===== src/rtl/status_writeback_pkg.sv =====
// rtl/status_writeback_pkg.sv - retire op encoding, sr bit layout, data widths and reset value
package status_wb_pkg;

   typedef enum logic [3:0] {
      OP_NONE  = 4'd0,
      OP_WR1   = 4'd1,
      OP_WR2   = 4'd2,
      OP_FLAGS = 4'd3,
      OP_JMP   = 4'd4,
      OP_JMPZ  = 4'd5,
      OP_JMPS  = 4'd6,
      OP_JMPZS = 4'd7,
      OP_LDSR  = 4'd8,
      OP_XORSR = 4'd9
   } op_e;

   typedef enum logic {
      ST_IDLE   = 1'b0,
      ST_SECOND = 1'b1
   } state_e;

   localparam int SR_ZERO  = 0;
   localparam int SR_SIGN  = 1;
   localparam int SR_CARRY = 2;
   localparam int SR_MODE  = 3;
   localparam int SR_TRAP  = 4;

   localparam int WORD_W = 20;
   localparam int HALF_W = 10;

   localparam logic [7:0] SR_RST = 8'h08;

   function automatic logic op_illegal(logic [3:0] op);
      return op > 4'd9;
   endfunction

   // Half-word results keep only the low HALF_W bits; the upper bits read as zero.
   function automatic logic [WORD_W-1:0] fit_width(logic [WORD_W-1:0] d, logic full);
      return full ? d : {{(WORD_W-HALF_W){1'b0}}, d[HALF_W-1:0]};
   endfunction

endpackage


===== src/rtl/status_writeback_if.sv =====
// rtl/status_writeback_if.sv - ALU result handshake bus into the status writeback stage
interface status_writeback_if;
   import status_wb_pkg::*;

   logic              in_valid;
   logic              in_ready;
   logic [3:0]        in_op;
   logic              in_mode;
   logic [3:0]        in_dst_a;
   logic [3:0]        in_dst_b;
   logic [WORD_W-1:0] in_res_a;
   logic [WORD_W-1:0] in_res_b;
   logic              in_zero;
   logic              in_sign;
   logic              in_carry;
   logic [2:0]        in_flag_we;
   logic [WORD_W-1:0] in_jmp_addr;

   modport master (
      output in_valid, in_op, in_mode, in_dst_a, in_dst_b, in_res_a, in_res_b,
      output in_zero, in_sign, in_carry, in_flag_we, in_jmp_addr,
      input  in_ready
   );

   modport slave (
      input  in_valid, in_op, in_mode, in_dst_a, in_dst_b, in_res_a, in_res_b,
      input  in_zero, in_sign, in_carry, in_flag_we, in_jmp_addr,
      output in_ready
   );

endinterface


===== src/rtl/status_writeback_status_reg.sv =====
// rtl/status_writeback_status_reg.sv - status register: masked flag load, LDSR/XORSR, sticky trap
// Trap bit is only implemented when STATUS_WB_TRAP_EN is defined.
module status_reg
   import status_wb_pkg::*;
(
   input  logic       clk,
   input  logic       rst,
   input  logic       accept,
   input  logic [3:0] op,
   input  logic [2:0] flag_we,
   input  logic       zero,
   input  logic       sign,
   input  logic       carry,
   input  logic [3:0] res_lo,
   output logic [7:0] sr
);

   logic [3:0] low_q;
   logic       trap;

   always_ff @(posedge clk) begin
      if (rst) begin
         low_q <= SR_RST[3:0];
      end else if (accept) begin
         case (op)
            OP_WR1, OP_WR2, OP_FLAGS: begin
               if (flag_we[0]) low_q[SR_ZERO]  <= zero;
               if (flag_we[1]) low_q[SR_SIGN]  <= sign;
               if (flag_we[2]) low_q[SR_CARRY] <= carry;
            end
            OP_LDSR:  low_q <= res_lo;
            OP_XORSR: low_q <= low_q ^ res_lo;
            default:  ;
         endcase
      end
   end

`ifdef STATUS_WB_TRAP_EN
   // Sticky until reset; in_ready is held low by the top while it is set.
   logic trap_q;
   always_ff @(posedge clk) begin
      if (rst) begin
         trap_q <= 1'b0;
      end else if (accept && op_illegal(op)) begin
         trap_q <= 1'b1;
      end
   end
   assign trap = trap_q;
`else
   assign trap = 1'b0;
`endif

   assign sr = {3'b000, trap, low_q};

endmodule


===== src/rtl/status_writeback.sv =====
// rtl/status_writeback.sv - retire stage: register-file write port, PC load and status register
// Optional illegal-op trap enabled with STATUS_WB_TRAP_EN (see status_reg).
module status_writeback
   import status_wb_pkg::*;
(
   input  logic                clk,
   input  logic                rst,
   status_writeback_if.slave   alu,
   output logic                rf_we,
   output logic [3:0]          rf_waddr,
   output logic [WORD_W-1:0]   rf_wdata,
   output logic                pc_load,
   output logic [WORD_W-1:0]   pc_target,
   output logic [7:0]          sr,
   output logic                retired
);

   state_e            state_q, state_d;
   logic              accept;
   logic [3:0]        op;
   logic              jump_taken;
   logic [3:0]        dst_b_q;
   logic [WORD_W-1:0] res_b_q;

   logic              rf_we_d, pc_load_d, retired_d;
   logic [3:0]        rf_waddr_d;
   logic [WORD_W-1:0] rf_wdata_d, pc_target_d;

   assign op           = alu.in_op;
   assign alu.in_ready = (state_q == ST_IDLE) && !sr[SR_TRAP];
   assign accept       = alu.in_valid && alu.in_ready;

   status_reg u_status_reg (
      .clk     (clk),
      .rst     (rst),
      .accept  (accept),
      .op      (op),
      .flag_we (alu.in_flag_we),
      .zero    (alu.in_zero),
      .sign    (alu.in_sign),
      .carry   (alu.in_carry),
      .res_lo  (alu.in_res_a[3:0]),
      .sr      (sr)
   );

   // Jump conditions look at sr before the acceptance edge updates it.
   always_comb begin
      jump_taken = 1'b0;
      case (op)
         OP_JMP:   jump_taken = 1'b1;
         OP_JMPZ:  jump_taken = sr[SR_ZERO];
         OP_JMPS:  jump_taken = sr[SR_SIGN];
         OP_JMPZS: jump_taken = sr[SR_ZERO] && sr[SR_SIGN];
         default:  jump_taken = 1'b0;
      endcase
   end

   always_ff @(posedge clk) begin
      if (rst) begin
         state_q <= ST_IDLE;
      end else begin
         state_q <= state_d;
      end
   end

   always_comb begin
      state_d = state_q;
      case (state_q)
         ST_IDLE:   if (accept && op == OP_WR2) state_d = ST_SECOND;
         ST_SECOND: state_d = ST_IDLE;
         default:   state_d = ST_IDLE;
      endcase
   end

   // Next values of the registered write/PC/retire outputs; data ports hold by default.
   always_comb begin
      rf_we_d     = 1'b0;
      rf_waddr_d  = rf_waddr;
      rf_wdata_d  = rf_wdata;
      pc_load_d   = 1'b0;
      pc_target_d = pc_target;
      retired_d   = 1'b0;
      case (state_q)
         ST_IDLE: begin
            if (accept) begin
               case (op)
                  OP_WR1, OP_WR2: begin
                     rf_we_d    = 1'b1;
                     rf_waddr_d = alu.in_dst_a;
                     rf_wdata_d = fit_width(alu.in_res_a, alu.in_mode);
                     retired_d  = (op == OP_WR1);
                  end
                  OP_JMP, OP_JMPZ, OP_JMPS, OP_JMPZS: begin
                     retired_d = 1'b1;
                     if (jump_taken) begin
                        pc_load_d   = 1'b1;
                        pc_target_d = alu.in_jmp_addr;
                     end
                  end
                  default: retired_d = 1'b1;
               endcase
            end
         end
         ST_SECOND: begin
            rf_we_d    = 1'b1;
            rf_waddr_d = dst_b_q;
            rf_wdata_d = res_b_q;
            retired_d  = 1'b1;
         end
         default: ;
      endcase
   end

   always_ff @(posedge clk) begin
      if (rst) begin
         rf_we     <= 1'b0;
         rf_waddr  <= '0;
         rf_wdata  <= '0;
         pc_load   <= 1'b0;
         pc_target <= '0;
         retired   <= 1'b0;
      end else begin
         rf_we     <= rf_we_d;
         rf_waddr  <= rf_waddr_d;
         rf_wdata  <= rf_wdata_d;
         pc_load   <= pc_load_d;
         pc_target <= pc_target_d;
         retired   <= retired_d;
      end
   end

   // Second half of a swap, captured already width-fitted to the latched mode.
   always_ff @(posedge clk) begin
      if (rst) begin
         dst_b_q <= '0;
         res_b_q <= '0;
      end else if (accept && op == OP_WR2) begin
         dst_b_q <= alu.in_dst_b;
         res_b_q <= fit_width(alu.in_res_b, alu.in_mode);
      end
   end

endmodule


===== src/flat_wrapper.sv =====
// flat-port wrapper written by rule: the top's interface ports become plain ports
module status_writeback_flat import status_wb_pkg::*;
  (clk, rst, rf_we, rf_waddr, rf_wdata, pc_load, pc_target, sr, retired, alu_in_valid, alu_in_op, alu_in_mode, alu_in_dst_a, alu_in_dst_b, alu_in_res_a, alu_in_res_b, alu_in_zero, alu_in_sign, alu_in_carry, alu_in_flag_we, alu_in_jmp_addr, alu_in_ready);
  status_writeback_if alu_i ();
  input  logic clk;
  input  logic rst;
  output logic rf_we;
  output logic [3:0] rf_waddr;
  output logic [WORD_W-1:0] rf_wdata;
  output logic pc_load;
  output logic [WORD_W-1:0] pc_target;
  output logic [7:0] sr;
  output logic retired;
  input wire logic [$bits(alu_i.in_valid)-1:0] alu_in_valid;
  input wire logic [$bits(alu_i.in_op)-1:0] alu_in_op;
  input wire logic [$bits(alu_i.in_mode)-1:0] alu_in_mode;
  input wire logic [$bits(alu_i.in_dst_a)-1:0] alu_in_dst_a;
  input wire logic [$bits(alu_i.in_dst_b)-1:0] alu_in_dst_b;
  input wire logic [$bits(alu_i.in_res_a)-1:0] alu_in_res_a;
  input wire logic [$bits(alu_i.in_res_b)-1:0] alu_in_res_b;
  input wire logic [$bits(alu_i.in_zero)-1:0] alu_in_zero;
  input wire logic [$bits(alu_i.in_sign)-1:0] alu_in_sign;
  input wire logic [$bits(alu_i.in_carry)-1:0] alu_in_carry;
  input wire logic [$bits(alu_i.in_flag_we)-1:0] alu_in_flag_we;
  input wire logic [$bits(alu_i.in_jmp_addr)-1:0] alu_in_jmp_addr;
  output wire logic [$bits(alu_i.in_ready)-1:0] alu_in_ready;
  assign alu_i.in_valid = alu_in_valid;
  assign alu_i.in_op = alu_in_op;
  assign alu_i.in_mode = alu_in_mode;
  assign alu_i.in_dst_a = alu_in_dst_a;
  assign alu_i.in_dst_b = alu_in_dst_b;
  assign alu_i.in_res_a = alu_in_res_a;
  assign alu_i.in_res_b = alu_in_res_b;
  assign alu_i.in_zero = alu_in_zero;
  assign alu_i.in_sign = alu_in_sign;
  assign alu_i.in_carry = alu_in_carry;
  assign alu_i.in_flag_we = alu_in_flag_we;
  assign alu_i.in_jmp_addr = alu_in_jmp_addr;
  assign alu_in_ready = alu_i.in_ready;
  status_writeback u_core (.clk(clk), .rst(rst), .alu(alu_i), .rf_we(rf_we), .rf_waddr(rf_waddr), .rf_wdata(rf_wdata), .pc_load(pc_load), .pc_target(pc_target), .sr(sr), .retired(retired));
endmodule

===== config.mk =====
export PLATFORM = sky130hd
export DESIGN_NAME = status_writeback_flat
export DESIGN_NICKNAME = d
export VERILOG_FILES = /design/src/rtl/status_writeback_pkg.sv /design/src/rtl/status_writeback_if.sv /design/src/rtl/status_writeback_status_reg.sv /design/src/rtl/status_writeback.sv /design/src/flat_wrapper.sv
export SDC_FILE = /design/constraint.sdc
export NUM_CORES = 1
export LEC_CHECK = 0
export ABC_AREA = 1
export BUFFER_PORTS_ARGS = -buffer_cell sky130_fd_sc_hd__clkbuf_2
export CORE_MARGIN = 4
export CORE_UTILIZATION = 53
export DETAILED_ROUTE_END_ITERATION = 8
export GPL_ROUTABILITY_DRIVEN = 1
export PLACE_DENSITY = 0.94
export SKIP_LAST_GASP = 1
export SLEW_MARGIN = 20
export SYNTH_ARGS = -nofsm -noshare
export SYNTH_HDL_FRONTEND = slang
export SYNTH_SLANG_ARGS = --single-unit

===== constraint.sdc =====
create_clock -name clk -period 3.27 [get_ports clk]
set_input_delay 0.327 -clock clk [delete_from_list [all_inputs] [get_ports clk]]
set_output_delay 0.327 -clock clk [all_outputs]
set_load 0.05 [all_outputs]

==> summary.md <==
| Metric | Value |
|---|---|
| Top cells by area, synth | dfxtp_1, nand2_1, nor2_1 |
| Unrepaired setup endpoints after global routing | false |
| Combinational power share | 15.6% |
| Leakage | 2.172 nW |
| Power Density | 451.2 nW/um^2 |
| Syn Inst Count | 519 |
| Unique masters post-synth | 30 |
| Cts hold-fix bufs | 0 |
| Max Slew Vio Count | 0 |
| Period minus WS final | 2.034 ns |
| Crit path kind | primary input to flop |
| Max-cap violations | 0 |
| Share of cells above drive strength 1 | 26.88% |
| Placed instance area | 4188 sq um |
| Final TNS setup | 0 ns |
| Largest net degree at the start of global routing | 48 |
| Final Setup Violations | 0 |
| Crit path cell chain | clkbuf_2 -> inv_1 -> nand2_1 -> o21ai_0 |
| Post-CTS Setup Bufs | 0 |
| Global-route wire length before repair | 15.61 mm |
| Worst-case clock buffer depth | 2 |
| CP max stage delay | 0.86 ns |
| Resized Gates After CTS | 0 |
| I/O Pins | 138 |
| Area of the multi-input gates | 1799 sq um |
| Clock skew | 0.007081 ns |
| CTS Sinks | 76 |
| Worst vdd ir | 0.2817 mV |
| Highest clock rate | 491.6 MHz |
| Slowest CP cell | inv_1 |
| Cell Int Power | 0.001399 W |
| Die width | 90.08 um |
| CP Data Required Time | 3.54 ns |
| Synthesized flop and latch total | 76 |
| Initial Utilization | 55.29% |
| Final-layout fill cell count | 558 |
| Crit end category | flop |
| Status | complete, no violations |
| Vias after detailed routing | 3689 |
| Worst Hold Class | primary input to flop |
| Final Cell Area | 4385 sq um |
| Post-synthesis sequential area ratio | 42.61% |
| Row cnt | 29 |
| Worst hold slack | 0.1982 ns |
| GRT Residual Overflow | 0 |
| Residual DRC | 0 |
| Area of the core | 6459 sq um |
| Synth warnings | 0 |
| Clk pwr share | 35.8% |
| Worst-Margin Slew | 0.9854 ns |
| Sequential power share | 48.7% |
| Crit path launch type | primary input |
| Avg Cell Area, Syn | 6.880 sq um |
| Die Y | 90.08 um |
| Pwr Total | 0.001979 W |
| Clk slew on worst S/H paths | 0.08 ns |
| CTS Root Cell | clkbuf_8 |
| Cell taking the most area after synthesis | dfxtp_1 |
| CP arrival | 2.30 ns |
| DR WL/cell | 13.02 um |
| DR iter-0 viols | 186 |
| Reg area | 1521 sq um |
| Detailed-route wire length | 9.338 mm |
| Post-DRT Antenna Nets | 0 |
| Final hold viol count | 0 |
| Final non-filler cell total | 717 |
| Nets | 717 |
| Initial antenna violation count | 0 |
| Final Cycle Share | 62.20% |
| I/O Buffers | 133 |
| Drt first pass iters | 5 |
| DIE AREA | 8114 sq um |
| CTS H-Tree Depth | 3 |
| Launch point of the worst reg-to-reg path | u_core.state_q$_SDFF_PP0_ |
| Cell Area, Synth | 3571 sq um |
| Worst-Skew Late Latency | 0.35 ns |
| Number of global-route vias before repair | 3434 |
| Area Growth Syn to Fin | 22.81% |
| Slew headroom | 34.24% |
| GRT Overall Usage | 22.87% |
| Inserted Diodes | 0 |
| CP max FO | 33 |
| Hold Path Origin | alu_in_res_b[9] |
| Net switching power | 0.0005800 W |
| CP startpoint | rst |
| Total CTS buffers | 9 |
| GP Congestion | 0.9012 |
| Net Sw Frac | 29.31% |
| Placed cell count | 701 |
| Vias per cell | 5.145 |
| Post-DP HPWL | 6.703 mm |
| Synth top area share | 42.61% |
| CTS tree | built |
==> cell type report <==
class / instances / share of cell area, %
multi-input combinational: 391 / 41.03
sequential: 76 / 34.69
timing repair buffer: 138 / 16.03
clock buffer: 10 / 2.910
tap: 77 / 2.197
inverter: 19 / 1.683
clock inverter: 6 / 1.455
==> synth_stat cells <==
library cell / count
nand2_2: 1
o21ai_0: 5
buf_4: 6
nand2_1: 169
dfxtp_1: 76
o21ai_1: 9
nand3_1: 40
clkbuf_1: 6
clkbuf_2: 1
inv_2: 1
nor4_1: 1
nor2_2: 10
o21ai_2: 1
clkinv_1: 1
and2_1: 2
inv_4: 1
nand4_1: 2
a21oi_1: 26
buf_2: 17
nor2_1: 80
nor2_4: 2
buf_1: 4
nand2_4: 1
buf_8: 1
conb_1: 1
buf_6: 1
nand3b_1: 36
nor3_1: 1
nand2_8: 1
inv_1: 16
==> worst paths after layout <==
check / to / slack (ns) / cells past startpoint
max: u_core.res_b_q[19]$_SDFFE_PP0P_ / 1.24 / 4
min: u_core.res_b_q[9]$_SDFFE_PP0P_ / 0.20 / 3
max reg2reg: u_core.res_b_q[19]$_SDFFE_PP0P_ / 1.70 / 5
min reg2reg: u_core.res_b_q[5]$_SDFFE_PP0P_ / 0.47 / 2
==> sequential cells by signal, indices dropped and copies added, names as in the netlist <==
signal,cells
u_core.rf_wdata,20
u_core.pc_load,1
u_core.state_q,1
u_core.rf_waddr,4
u_core.u_status_reg.low_q,4
u_core.rf_we,1
u_core.dst_b_q,4
u_core.pc_target,20
u_core.retired,1
u_core.res_b_q,20
==> stage by stage <==
| stage | setup WS, ns | util [%] |
|---|---|---|
| floorplan | 1.800 | - |
| global placement | 1.041 | 64.84 |
| detailed placement | 0.9139 | 64.84 |
| CTS | 1.257 | 67.80 |
| global route | 1.016 | 67.90 |
| finish | 1.236 | 67.90 |
==> layout by cell type, fill, tap and decap left out, drive strengths merged <==
cell type  count
and2           2
nor4           1
nand4          2
nor2          92
nand2        172
dfxtp         76
nor3           1
inv           19
conb           4
o21ai         15
clkinv         3
nand3b        36
nand3         40
a21oi         26
buf            5
bufinv         1
clkinvlp       2
clkbuf       143
==> power groups by stage <==
stage                     Clock (W)  Combinational [W]  Sequential (W)
after floorplan                   0           0.000142         0.00106
after global placement            0           0.000300        0.000984
after detailed placement          0           0.000306        0.000985
after CTS                  0.000716           0.000307        0.000963
after global routing       0.000754           0.000337        0.000966
final                      0.000708           0.000308        0.000963
==> logic make-up after synthesis <==
group	after synthesis	synth area share, %
AND/OR/NAND/NOR	346	43.80
flip-flops	76	42.61
buffers and inverters	55	7.638
AO/OA/AOI/OAI	41	5.851
other	1	0.1050
==> worst max-delay path, delay by kind of cell <==
family / cells / cell delay [ns]
AOI/OAI and AO/OA: 1 / 0.27
buffers and inverters: 2 / 1.22
and+or+nand+nor: 1 / 0.46
==> routing by layer <==
metal / part of all wire [%] / up-vias / GRT usage, %
met1: 41 / 1623 / 29.31
met4: 1.9 / 0 / 9.949
met2: 48 / 180 / 37.71
li1: - / 1869 / -
met3: 8.8 / 17 / 4.090
met5: 0 / - / 0
Note: power is estimated with default switching activity, not from simulation.
